**config.mk**
```make
export PLATFORM = sky130hd
export DESIGN_NAME = uart_tx_fifo
export DESIGN_NICKNAME = d
export VERILOG_FILES = /design/src/rtl/uart_tx_fifo.sv
export SDC_FILE = /design/constraint.sdc
export NUM_CORES = 1
export LEC_CHECK = 0
export ABC_AREA = 0
export CORE_MARGIN = 3
export CORE_UTILIZATION = 45
export CTS_CLUSTER_DIAMETER = 40
export CTS_CLUSTER_SIZE = 40
export DETAILED_ROUTE_END_ITERATION = 12
export GPL_ROUTABILITY_DRIVEN = 0
export HOLD_SLACK_MARGIN = 0.03
export SYNTH_ARGS = -nofsm -noshare
export SYNTH_HDL_FRONTEND = slang
export SYNTH_SLANG_ARGS = --single-unit
```
**constraint.sdc**
```tcl
create_clock -name clk_i -period 6.1 [get_ports clk_i]
set_input_delay 0.61 -clock clk_i [delete_from_list [all_inputs] [get_ports clk_i]]
set_output_delay 0.61 -clock clk_i [all_outputs]
set_load 0.05 [all_outputs]
```
**src/rtl/uart_tx_fifo.sv**
```systemverilog
// uart_tx_fifo: UART transmitter with a valid/ready transmit FIFO, runtime
// data length (5..DATA_W), optional even/odd parity and 1 or 2 stop bits.
module uart_tx_fifo #(
    parameter int unsigned DATA_W = 8,
    parameter int unsigned DEPTH  = 8,
    parameter int unsigned CNT_W  = 16
) (
    input  logic                         clk_i,
    input  logic                         rst_i,
    input  logic                         wr_valid_i,
    input  logic [DATA_W-1:0]            wr_data_i,
    output logic                         wr_ready_o,
    input  logic                         tx_en_i,
    input  logic [CNT_W-1:0]             clks_per_bit_i,
    input  logic [$clog2(DATA_W+1)-1:0]  nbits_i,
    input  logic                         parity_en_i,
    input  logic                         parity_odd_i,
    input  logic                         stop2_i,
    output logic                         tx_o,
    output logic                         busy_o,
    output logic                         done_o,
    output logic [$clog2(DEPTH+1)-1:0]   fifo_level_o,
    output logic                         fifo_empty_o
);

    localparam int unsigned NB_W  = $clog2(DATA_W + 1);
    localparam int unsigned LVL_W = $clog2(DEPTH + 1);
    localparam int unsigned AW    = (DEPTH > 1) ? $clog2(DEPTH) : 1;

    typedef enum logic [2:0] {
        S_IDLE,
        S_START,
        S_DATA,
        S_PARITY,
        S_STOP
    } state_e;

    // FIFO storage and bookkeeping
    logic [DATA_W-1:0] mem_q [DEPTH];
    logic [AW-1:0]     wr_ptr_q;
    logic [AW-1:0]     rd_ptr_q;
    logic [LVL_W-1:0]  level_q;

    // Frame state and latched per-frame configuration
    state_e            state_q;
    logic              tx_q;
    logic              busy_q;
    logic              done_q;
    logic [CNT_W-1:0]  cnt_q;
    logic [NB_W-1:0]   bit_idx_q;
    logic              stop_hi_q;
    logic [DATA_W-1:0] shift_q;
    logic [CNT_W-1:0]  cpb_q;
    logic [NB_W-1:0]   nbits_q;
    logic              par_en_q;
    logic              par_bit_q;
    logic              stop2_q;

    // Combinational helpers
    logic              full_c;
    logic              empty_c;
    logic              push_c;
    logic              pop_c;
    logic              bit_end_c;
    logic              last_stop_c;
    logic [CNT_W-1:0]  cpb_eff_c;
    logic [NB_W-1:0]   nbits_eff_c;
    logic [DATA_W-1:0] word_c;

    // Handshake, pop decision and sanitised configuration for the next frame
    always_comb begin
        full_c      = (level_q == LVL_W'(DEPTH));
        empty_c     = (level_q == '0);
        push_c      = wr_valid_i && !full_c;
        bit_end_c   = (cnt_q == (cpb_q - CNT_W'(1)));
        last_stop_c = (state_q == S_STOP) && bit_end_c && (!stop2_q || stop_hi_q);
        pop_c       = tx_en_i && !empty_c && ((state_q == S_IDLE) || last_stop_c);
        cpb_eff_c   = (clks_per_bit_i == '0) ? CNT_W'(1) : clks_per_bit_i;
        nbits_eff_c = ((nbits_i == '0) || (nbits_i > NB_W'(DATA_W))) ? NB_W'(DATA_W) : nbits_i;
        word_c      = '0;
        for (int i = 0; i < int'(DATA_W); i++) begin
            word_c[i] = mem_q[rd_ptr_q][i] && (NB_W'(i) < nbits_eff_c);
        end
    end

    // FIFO storage write; contents need no reset, the level gates every read
    always_ff @(posedge clk_i) begin
        if (push_c) begin
            mem_q[wr_ptr_q] <= wr_data_i;
        end
    end

    // FIFO pointers and level; pointers wrap naturally at the power-of-two depth
    always_ff @(posedge clk_i) begin
        if (rst_i) begin
            wr_ptr_q <= '0;
            rd_ptr_q <= '0;
            level_q  <= '0;
        end else begin
            if (push_c) begin
                wr_ptr_q <= wr_ptr_q + AW'(1);
            end
            if (pop_c) begin
                rd_ptr_q <= rd_ptr_q + AW'(1);
            end
            if (push_c && !pop_c) begin
                level_q <= level_q + LVL_W'(1);
            end else if (!push_c && pop_c) begin
                level_q <= level_q - LVL_W'(1);
            end
        end
    end

    // Frame sequencer with registered line, busy and done outputs
    always_ff @(posedge clk_i) begin
        if (rst_i) begin
            state_q   <= S_IDLE;
            tx_q      <= 1'b1;
            busy_q    <= 1'b0;
            done_q    <= 1'b0;
            cnt_q     <= '0;
            bit_idx_q <= '0;
            stop_hi_q <= 1'b0;
            shift_q   <= '0;
            cpb_q     <= CNT_W'(1);
            nbits_q   <= NB_W'(DATA_W);
            par_en_q  <= 1'b0;
            par_bit_q <= 1'b0;
            stop2_q   <= 1'b0;
        end else begin
            done_q <= 1'b0;
            case (state_q)
                S_IDLE: begin
                    tx_q   <= 1'b1;
                    busy_q <= 1'b0;
                end
                S_START: begin
                    if (bit_end_c) begin
                        state_q   <= S_DATA;
                        tx_q      <= shift_q[0];
                        cnt_q     <= '0;
                        bit_idx_q <= '0;
                    end else begin
                        cnt_q <= cnt_q + CNT_W'(1);
                    end
                end
                S_DATA: begin
                    if (bit_end_c) begin
                        cnt_q <= '0;
                        if (bit_idx_q == (nbits_q - NB_W'(1))) begin
                            stop_hi_q <= 1'b0;
                            if (par_en_q) begin
                                state_q <= S_PARITY;
                                tx_q    <= par_bit_q;
                            end else begin
                                state_q <= S_STOP;
                                tx_q    <= 1'b1;
                            end
                        end else begin
                            bit_idx_q <= bit_idx_q + NB_W'(1);
                            tx_q      <= shift_q[1];
                            shift_q   <= shift_q >> 1;
                        end
                    end else begin
                        cnt_q <= cnt_q + CNT_W'(1);
                    end
                end
                S_PARITY: begin
                    if (bit_end_c) begin
                        state_q   <= S_STOP;
                        tx_q      <= 1'b1;
                        cnt_q     <= '0;
                        stop_hi_q <= 1'b0;
                    end else begin
                        cnt_q <= cnt_q + CNT_W'(1);
                    end
                end
                S_STOP: begin
                    if (bit_end_c) begin
                        cnt_q <= '0;
                        if (stop2_q && !stop_hi_q) begin
                            stop_hi_q <= 1'b1;
                        end else begin
                            done_q  <= 1'b1;
                            state_q <= S_IDLE;
                            busy_q  <= 1'b0;
                            tx_q    <= 1'b1;
                        end
                    end else begin
                        cnt_q <= cnt_q + CNT_W'(1);
                    end
                end
                default: begin
                    state_q <= S_IDLE;
                    tx_q    <= 1'b1;
                    busy_q  <= 1'b0;
                end
            endcase
            // A pop (from idle or the final stop cycle) starts the next frame back to back
            if (pop_c) begin
                state_q   <= S_START;
                tx_q      <= 1'b0;
                busy_q    <= 1'b1;
                cnt_q     <= '0;
                shift_q   <= word_c;
                cpb_q     <= cpb_eff_c;
                nbits_q   <= nbits_eff_c;
                par_en_q  <= parity_en_i;
                par_bit_q <= (^word_c) ^ parity_odd_i;
                stop2_q   <= stop2_i;
            end
        end
    end

    assign wr_ready_o   = !full_c;
    assign tx_o         = tx_q;
    assign busy_o       = busy_q;
    assign done_o       = done_q;
    assign fifo_level_o = level_q;
    assign fifo_empty_o = empty_c;

endmodule

```
# After elaboration in Yosys (flattened, before gate mapping)
# Memories as Yosys holds them, arrays and structs flattened. A register that Yosys moved wholly into a read port is not among the register bits.
# Cells that the tools add are included.
[op_classes]
addsub = 8
magnitude_cmp = 9
n_eq_ne = 24
mux = 46
bitwise = 4
reduce_logical = 46
[op_table]
columns = ["operator", "n"]
rows = [
  ["$mux 16", 2],
  ["$mux 8", 4],
  ["$mux 3", 9],
  ["$mux 4", 6],
  ["$mux 1", 20],
  ["$ne 2x2->1 const B", 9],
  ["$ne 3x3->1 const B", 6],
  ["$add 16x1->16 const B", 1],
  ["$eq 16x16->1", 1],
  ["$logic_and 1x1->1", 16],
  ["$logic_not 16->1", 1],
  ["$lt 3x4->1 const A", 4],
  ["$sub 16x1->16 const B", 1],
  ["$pmux 3 s5", 1],
  ["$reduce_and 7->1", 2],
  ["$add 4x1->4 const B", 2],
  ["$logic_not 4->1", 2],
  ["$lt 1x4->1 const A", 2],
  ["$lt 2x4->1 const A", 2],
  ["$pmux 4 s2", 1],
  ["$reduce_bool 2->1", 4],
  ["$reduce_xor 8->1", 1],
  ["$sub 4x1->4 const B", 2],
  ["$add 3x1->3 const B", 2],
  ["23 further kinds", 36],
]
[word_totals]
ff_bits = 68
ram_bits = 64
inputBits = 35
out_inout_bits = 9
wordCells = 155
n_memories = 1
[mem_list]
columns = ["name", "depth", "width", "rd", "rd_ports_with_merged_regs", "wr", "line_no", "rtl"]
rows = [
  ["mem_q", 8, 8, 1, 1, 1, "39", "logic [DATA_W-1:0] mem_q [DEPTH];"],
]

# Logic depth before layout (Yosys ltp)
# Gate-level depths: netlist of run 1.
[logic_depth]
word_depth = 9
depth_mapped = 19
ltp_nobuf = 16

# Worst setup path after synthesis of run 1
# No wires, ideal clock.
[synth_path]
path_kind = "flip-flop to flip-flop"
startpoint = "reg level_q[0] (netlist: fifo_level_o[0])"
endpoint = "reg level_q[3] (netlist: fifo_level_o[3])"
setup_ns = 0.070
arrival_time_ns = 4.499
t_required_ns = 6.030
setup_slack_ns = 1.531
path_stages_with_launch = 15
synth_period_minus_slack_ns = 4.569
path_cell_list = "dfxtp_1 > nor4_1 > nand3b_1 > nor3b_1 > a21oi_2 > buf_2 > buf_2 > ha_1 > inv_1 > ha_1 > a21o_1 > a21oi_1 > xnor2_1 > or3_1 > a21oi_1"
[synth_between]
elab_chain_len = 7
word_cells_on_any_way = 16
classes_between = "add/sub: 2; eq/ne: 1; mux: 2; reduce/logical: 11"
[synth_lines]
columns = ["element", "line_no", "rtl"]
rows = [
  ["start: declaration", "42", "logic [LVL_W-1:0] level_q;"],
  ["start signal: assignment", "107", "level_q <= level_q + LVL_W'(1);"],
  ["start signal: assignment", "109", "level_q <= level_q - LVL_W'(1);"],
  ["$logic_not 4->1 (*)", "73", "empty_c = (level_q == '0);"],
  ["net fifo_empty_o", "23", "output logic fifo_empty_o"],
  ["$logic_not 1->1 (*)", "77", "pop_c = tx_en_i && !empty_c && ((state_q == S_IDLE) || last_stop_c);"],
  ["$logic_and 1x1->1 (*) (2 in a row)", "77", ""],
  ["$logic_not 1->1", "106", "if (push_c && !pop_c) begin"],
  ["$logic_and 1x1->1", "106", ""],
  ["$mux 4 / $reduce_bool 2->1 (equally long branches)", "n/a", ""],
]
# Mark *: on every way through the listed nets, which the timed path passes. The rest lies on a longest branch. The select of a mux whose other input is x is not followed.
# A chain may end at the register's enable or synchronous reset.

# Final worst setup path of run 1
[layout_path]
startpoint = "reg cpb_q[0]"
endpoint = "reg level_q[3] (netlist: fifo_level_o[3])"
[layout_between]
elab_chain_len = 9
word_cells_on_any_way = 11
classes_between = "add/sub: 1; eq/ne: 1; mux: 1; reduce/logical: 8"
[layout_lines]
columns = ["element", "line_no", "rtl"]
rows = [
  ["start: declaration", "53", "logic [CNT_W-1:0] cpb_q;"],
  ["start signal: assignment", "206", "cpb_q <= cpb_eff_c;"],
  ["$sub 16x1->16 (*)", "75", "bit_end_c = (cnt_q == (cpb_q - CNT_W'(1)));"],
  ["$eq 16x16->1 (*)", "75", ""],
  ["$logic_and 1x1->1 (*) (2 in a row)", "76", "last_stop_c = (state_q == S_STOP) && bit_end_c && (!stop2_q || stop_hi_q);"],
  ["$logic_or 1x1->1 (*)", "77", ""],
  ["$logic_and 1x1->1 (*)", "77", ""],
  ["$logic_not 1->1", "106", ""],
  ["$logic_and 1x1->1", "106", ""],
  ["$mux 4 / $reduce_bool 2->1 (equally long branches)", "n/a", ""],
]
# Mark *: on every way between the ends. The rest lies on a longest branch, timed or not.

==> run summary, run 1 <==
Crit Path Category: flop to flop
Main synth FF type: dfxtp_1
Worst path depth: 16
layout cell share with drive strength beyond 1: 10.8%
CTS sink count: 135
total CTS buffers: 17
grt total ovfl: 0
CP Launch Point: cpb_q[0]
startpoint types: flop
Die Y: 125 µm
area share of the largest cell type after synthesis: 30.2%
max-cap check violation count: 0
CP endpoint: fifo_level_o[3]
Post-Synthesis Cells: 568
kind of cell adding the most delay to the critical path: simple AND/OR/NAND/NOR gates
first-pass GRT wire length: 22,400 µm
vias per cell: 5.35
Yosys cell types: 64
Setup crit end kind: flop
Max Slew Vio Count: 0
post-synthesis sequential area ratio: 52.6%
Synth async-reset ratio: 0%
Post-CTS Setup Bufs: 0
# DRC: 0
DP HPWL: 9320 µm
ANT nets after route: 0
Final Skew: 8.06 ps
critical path arrival: 4050 ps
CTS Root Cell: clkbuf_16
Worst path max stage delay: 400 ps
placed cell area: 6920 µm²
Iter 0 DRT Violations: 239
fill count: 1,146
CTS clock-pin slew for the worst setup and hold paths: 60 ps
Pwr per Cell Area: 452 nW/µm²
GR Util met1: 23.6%
routed len/inst: 17.2 µm
met3 GRT Util: 4.03%
Post-synth EDFFs: 64
Area Growth Syn to Fin: 18.7%
Final Instance Area: 7550 µm²
Initial Util: 47.1%
mapped cell area: 6360 µm²
crit path cell chain: inv_1 > ha_1 > nor4bb_1 > o211a_1 > o211ai_1 > nor4_1 > and3_1 > a21oi_4 > ha_1 > inv_1 > ha_1 > a21o_1 > a21oi_1 > xnor2_1 > or3_1 > a21oi_1
most frequent CP cell: ha_1
diodes inserted: 0
R2R Path End: fifo_level_o[3]
Fmax achieved: 0.270 GHz
routed wire length: 13,700 µm
Seq cells post-synth: 135
Worst Path Buf+Inv: 2
Final Hold Violating Endpoints: 0
largest net degree at the start of global routing: 53
cell with the most instances after synthesis: nor2_1
Top Usage Layer GRT: met2
FF-to-FF setup slack: 2400 ps
Max H-tree Level: 4
Post-Syn Nets: 613
worst r2r path cells: 16
Max Buffers Root-to-Sink: 2
Min-Delay Path Class: flop to flop
post-cts resize count: 0
first-pass iteration count of the detailed router: 4
Mapped Avg Cell Area: 11.2 µm²
worst path required time: 6440 ps
fin crit period: 3700 ps
cell accounting for the most synthesized area: edfxtp_1
CTS tree: yes
io pins: 44
vias: 4,252
Crit Path Max Fanout: 10
Worst Max-Slew Pin Slew: 1060 ps
die area: 15,600 µm²
run status: finished, final reports clean
Chip Width: 125 µm
largest cells by area after synthesis: edfxtp_1 (30%), dfxtp_1 (22%), mux2i_1 (6.3%)
Core ar.: 13,500 µm²
leak pwr: 0.00271 µW
met2 Use GR: 30.5%
number of synthesis warnings: 0
unrepaired setup endpoints after global routing: no
leading post-synthesis cells by instance count: nor2_1 (84), dfxtp_1 (71), edfxtp_1 (64)
Peak VDD IR: 0.000222 V
Period Utilization, post-route: 60.7%
setup TNS: 0 ps
CP max-delay cell: nor4_1
Port Buffers: 43
Rows: 42
final number of setup-violating endpoints: 0
number of global-route vias before repair: 4,250
worst skew pair latency: 430 ps
Rel. slew slack: 29.0%
Nets: 651
RR Startpoint: cpb_q[0]
Total GRT Usage: 18.3%
CTS Hold Bufs: 0
initial antenna violation count: 0
## report_power, final
group	total, µW	switching [µW]	internal (µW)
Combinational	1110	609	497
Clock	1100	433	662
Sequential	1210	149	1070
Total	3420	1190	2220
## worst register-to-register path: cells and delay by family (launching register included)
kind | cells | cell delay, ps
adder cells (fa/ha/maj) | 3 | 820
XOR/XNOR | 1 | 90
AO/OA/AOI/OAI | 6 | 830
flip-flops | 1 | 360
buffers and inverters | 2 | 190
AND/OR/NAND/NOR | 4 | 1310
## cell families (layout without fill, tap and decap cells)
kind of cell | Yosys count | count (layout) | share of synthesized area, %
buffers and inverters | 42 | 93 | 2.87
adders and majority gates | 10 | 10 | 2.09
DFF | 135 | 135 | 52.6
muxes | 57 | 57 | 12.1
and+or+nand+nor | 206 | 206 | 16.1
AOI/OAI and AO/OA | 64 | 64 | 6.77
xor gates and xnor gates | 54 | 54 | 7.44
## per-layer routing
layer | wire length [µm] | vias up
met5 | 0 | -
met4 | 231 | 0
met3 | 442 | 19
met2 | 6750 | 63
met1 | 6250 | 2036
li1 | - | 2134
## cells in the final DEF (no fill, tap or decap), types with 4 or more instances in the layout
cell / instances
nor2_1: 84
dfxtp_1: 71
edfxtp_1: 64
clkdlybuf4s50_1: 42
mux2i_1: 40
nand2_1: 32
xnor2_1: 29
xor2_1: 25
a21oi_1: 23
nor3_1: 18
clkbuf_16: 17
mux4_2: 16
inv_1: 15
nand2b_1: 11
ha_1: 9
nand3_1: 8
nand4_1: 8
a211oi_1: 8
nor4_1: 8
o21ai_0: 7
and3_1: 5
nand3b_1: 5
inv_6: 5
inv_8: 4
## layout make-up
cell class                      count  area [µm²]  area share [%]
Multi-Input combinational cell    391        2850            37.8
Clock inverter                     15         204            2.70
Tap cell                          176         220            2.92
Inverter                           15        56.3           0.746
Clock buffer                       17         425            5.64
Timing Repair Buffer               46         448            5.93
Sequential cell                   135        3340            44.3
## how the worst min path moves through the flow
stage	slack [ps]	to	cells after the start	start
4_1_cts	480	nbits_q[1]	2	nbits_q[1]
3_3_place_gp	460	nbits_q[1]	2	nbits_q[1]
2_1_floorplan	440	nbits_q[1]	2	nbits_q[1]
5_1_grt	490	nbits_q[1]	2	nbits_q[1]
3_5_place_dp	470	nbits_q[1]	2	nbits_q[1]
6_report	470	nbits_q[1]	2	nbits_q[1]
## sequential cells by signal, summed over array words and instances (netlist names), 3 cells and up, named ones only
register	count
cnt_q	16
mem_q	64
shift_q	8
cpb_q	16
fifo_level_o	4
nbits_q	4
bit_idx_q	4
rd_ptr_q	3
wr_ptr_q	3
state_q	3
## stage by stage
stage	hold slack [ps]	utilization (%)	instances	power, µW	setup slack (ps)
3_5_place_dp	470	51.2	763	2340	2440
3_3_place_gp	464	51.2	763	2310	2570
6_report	472	55.9	795	3420	2400
2_1_floorplan	445	-	568	2080	1530
4_1_cts	477	55.9	795	3440	2410
5_1_grt	493	55.9	795	3610	2010
Power figures use the tool's default switching activity.
==> inputs of run 2 (changes only) <==
- clock period: 6.1 -> 3.43 ns (I/O delays scaled with it)
==> run 2 against run 1 <==
Net effect:
- non-clock buffer count increased by 20
- power increased by 80%
- sequential power increased by 74%
- register-to-register slack got worse by 2300 ps
- critical path depth decreased by 2
- fmax increased by 11%
- hold slack got worse by 110 ps
- wire length decreased by 2.7%
- largest cell class unchanged
- largest power group is now combinational logic
- highest routed layer unchanged
==> run summary, run 2 (synthesized netlist as in run 1, its figures left out) <==
run status: finished, final reports clean (unchanged)
routed wire length: 13,300 µm (was 13,700 µm)
Pwr per Cell Area: 792 nW/µm² (was 452 nW/µm²)
Largest register FFs: 64 (unchanged)
Setup crit end kind: flop (unchanged)
grt total ovfl: 0 (unchanged)
Max H-tree Level: 4 (unchanged)
Final Instance Area: 7760 µm² (was 7550 µm²)
Port Buffers: 43 (unchanged)
unrepaired setup endpoints after global routing: yes (was no)
vias per cell: 5.39 (was 5.35)
Die Y: 125 µm (unchanged)
hold slack: 366 ps (was 472 ps)
io pins: 44 (unchanged)
critical path arrival: 3690 ps (was 4050 ps)
Internal Power: 3980 µW (was 2220 µW)
vias: 4,392 (was 4,252)
total CTS buffers: 17 (unchanged)
Period Utilization, post-route: 97.3% (was 60.7%)
Chip Width: 125 µm (unchanged)
Max Buffers Root-to-Sink: 2 (unchanged)
Total GRT Usage: 17.8% (was 18.3%)
power share of the clock group: 29.1% (was 32.1%)
Fmax achieved: 0.300 GHz (was 0.270 GHz)
Area Growth Syn to Fin: 22.0% (was 18.7%)
final number of setup-violating endpoints: 0 (unchanged)
most frequent cells in the layout: nor2_1 (84), dfxtp_1 (69), edfxtp_1 (64), clkdlybuf4s50_1 (42), mux2i_1 (40) (was nor2_1 (84), dfxtp_1 (71), edfxtp_1 (64), clkdlybuf4s50_1 (42), mux2i_1 (40))
largest net degree at the start of global routing: 37 (was 53)
Biggest register: mem_q (unchanged)
Final Skew: 7.17 ps (was 8.06 ps)
Peak VDD IR: 0.000451 V (was 0.000222 V)
Rows: 42 (unchanged)
Crit Path Max Fanout: 5 (was 10)
Min-Delay Path Class: input port to flop (was flop to flop)
Worst Max-Slew Pin Slew: 813 ps (was 1060 ps)
Sw Pwr: 2160 µW (was 1190 µW)
placed cell area: 7130 µm² (was 6920 µm²)
Rel. slew slack: 45.6% (was 29.0%)
FF-to-FF setup slack: 90 ps (was 2400 ps)
Post-CTS Setup Bufs: 0 (unchanged)
layout cell share with drive strength beyond 1: 15.6% (was 10.8%)
max-cap check violation count: 0 (unchanged)
most common library cell in the layout ignoring fill and taps: nor2_1 (unchanged)
CTS clock-pin slew for the worst setup and hold paths: 60 ps (about the same)
Crit Path Category: flop to flop (unchanged)
CTS sink count: 135 (unchanged)
CTS tree: yes (unchanged)
DP HPWL: 9470 µm (was 9320 µm)
startpoint types: flop (unchanged)
final core utilization: 57.4% (was 55.9%)
number of global-route vias before repair: 4,455 (was 4,250)
Core ar.: 13,500 µm² (unchanged)
worst skew pair latency: 420 ps (was 430 ps)
die area: 15,600 µm² (unchanged)
Initial Util: 47.1% (unchanged)
# DRC: 0 (unchanged)
Final Hold Violating Endpoints: 0 (unchanged)
CTS Root Cell: clkbuf_16 (unchanged)
diodes inserted: 0 (unchanged)
Iter 0 DRT Violations: 266 (was 239)
sw frac: 35.2% (was 34.9%)
logic gate share of total power: 36.6% (was 32.4%)
fill count: 1,112 (was 1,146)
Max Slew Vio Count: 0 (unchanged)
initial antenna violation count: 0 (unchanged)
Seq pwr share: 34.4% (was 35.6%)
worst path required time: 3780 ps (was 6440 ps)
Nets: 671 (was 651)
first-pass iteration count of the detailed router: 5 (was 4)
fin crit period: 3340 ps (was 3700 ps)
leak pwr: 0.00279 µW (was 0.00271 µW)
Top Registers: mem_q: 64 flops, cnt_q: 16 flops, cpb_q: 16 flops (unchanged)
first-pass GRT wire length: 22,200 µm (was 22,400 µm)
routed len/inst: 16.3 µm (was 17.2 µm)
ANT nets after route: 0 (unchanged)
==> run 2: power groups by stage <==
stage / clock network (µW) / logic, µW / registers, µW
after floorplan: 0 / 1660 / 2150
after global placement: 0 / 2190 / 2130
after detailed placement: 0 / 2210 / 2140
after CTS: 1820 / 2230 / 2110
after global routing: 1900 / 2470 / 2150
final: 1790 / 2250 / 2110
==> run 2: worst paths after layout <==
| kind | startpoint | endpoint | cells past startpoint |
|---|---|---|---|
| worst max-delay path | cpb_q[5] | fifo_level_o[3] | 14 |
| worst min-delay path | rst_i | cpb_q[5] | 2 |
| worst max register to register | cpb_q[5] | fifo_level_o[3] | 14 |
| worst min register to register | nbits_q[1] | nbits_q[1] | 2 |
==> run 2: metal layers <==
layer  global-route usage [%]  part of all wire, %  vias up
met2                     28.1                   46       76
li1                         -                    -     2172
met1                     23.5                   48     2125
met3                     5.49                  4.5       19
met4                     5.80                  1.6        0
met5                        0                    0        -
==> run 2: repair_timing <==
| action | 4_1_cts | 5_1_grt |
|---|---|---|
| setup endpoints to repair | 1 | 1 |
| pin swaps | 0 | 1 |
| gates resized for setup | 1 | 6 |
| hold buffers | 0 | 0 |
| endpoints found under the hold margin | 0 | 0 |
==> run 2: critical path: stages (launching register included) <==
cell	delay (ps)
dfxtp_4	370
or4_4	560
a2111o_1	350
a21boi_0	300
o2bb2a_4	170
and3_4	190
a21oi_4	70
ha_4	190
inv_4	70
ha_4	190
a21o_1	170
a21oi_2	120
xnor2_1	70
or3_1	320
a21oi_2	110
==> run 2: stage by stage <==
stage	setup slack, ps	instances	setup TNS, ps	total power, µW
floorplan	-18.5	568	-18.5	3810
finish	93.2	815	0	6140
global route	-34.8	815	-34.8	6530
global placement	145	783	0	4320
detailed placement	6.76	783	0	4350
CTS	0.279	815	0	6160
==> run 2: cell type report <==
| type | count | area (µm²) | share of cell area [%] |
|---|---|---|---|
| Sequential cell | 135 | 3350 | 43.2 |
| Inverter | 15 | 58.8 | 0.758 |
| Clock buffer | 17 | 425 | 5.48 |
| Timing Repair Buffer | 66 | 598 | 7.71 |
| Clock inverter | 15 | 163 | 2.10 |
| Multi-Input combinational cell | 391 | 2940 | 38.0 |
| Tap cell | 176 | 220 | 2.84 |
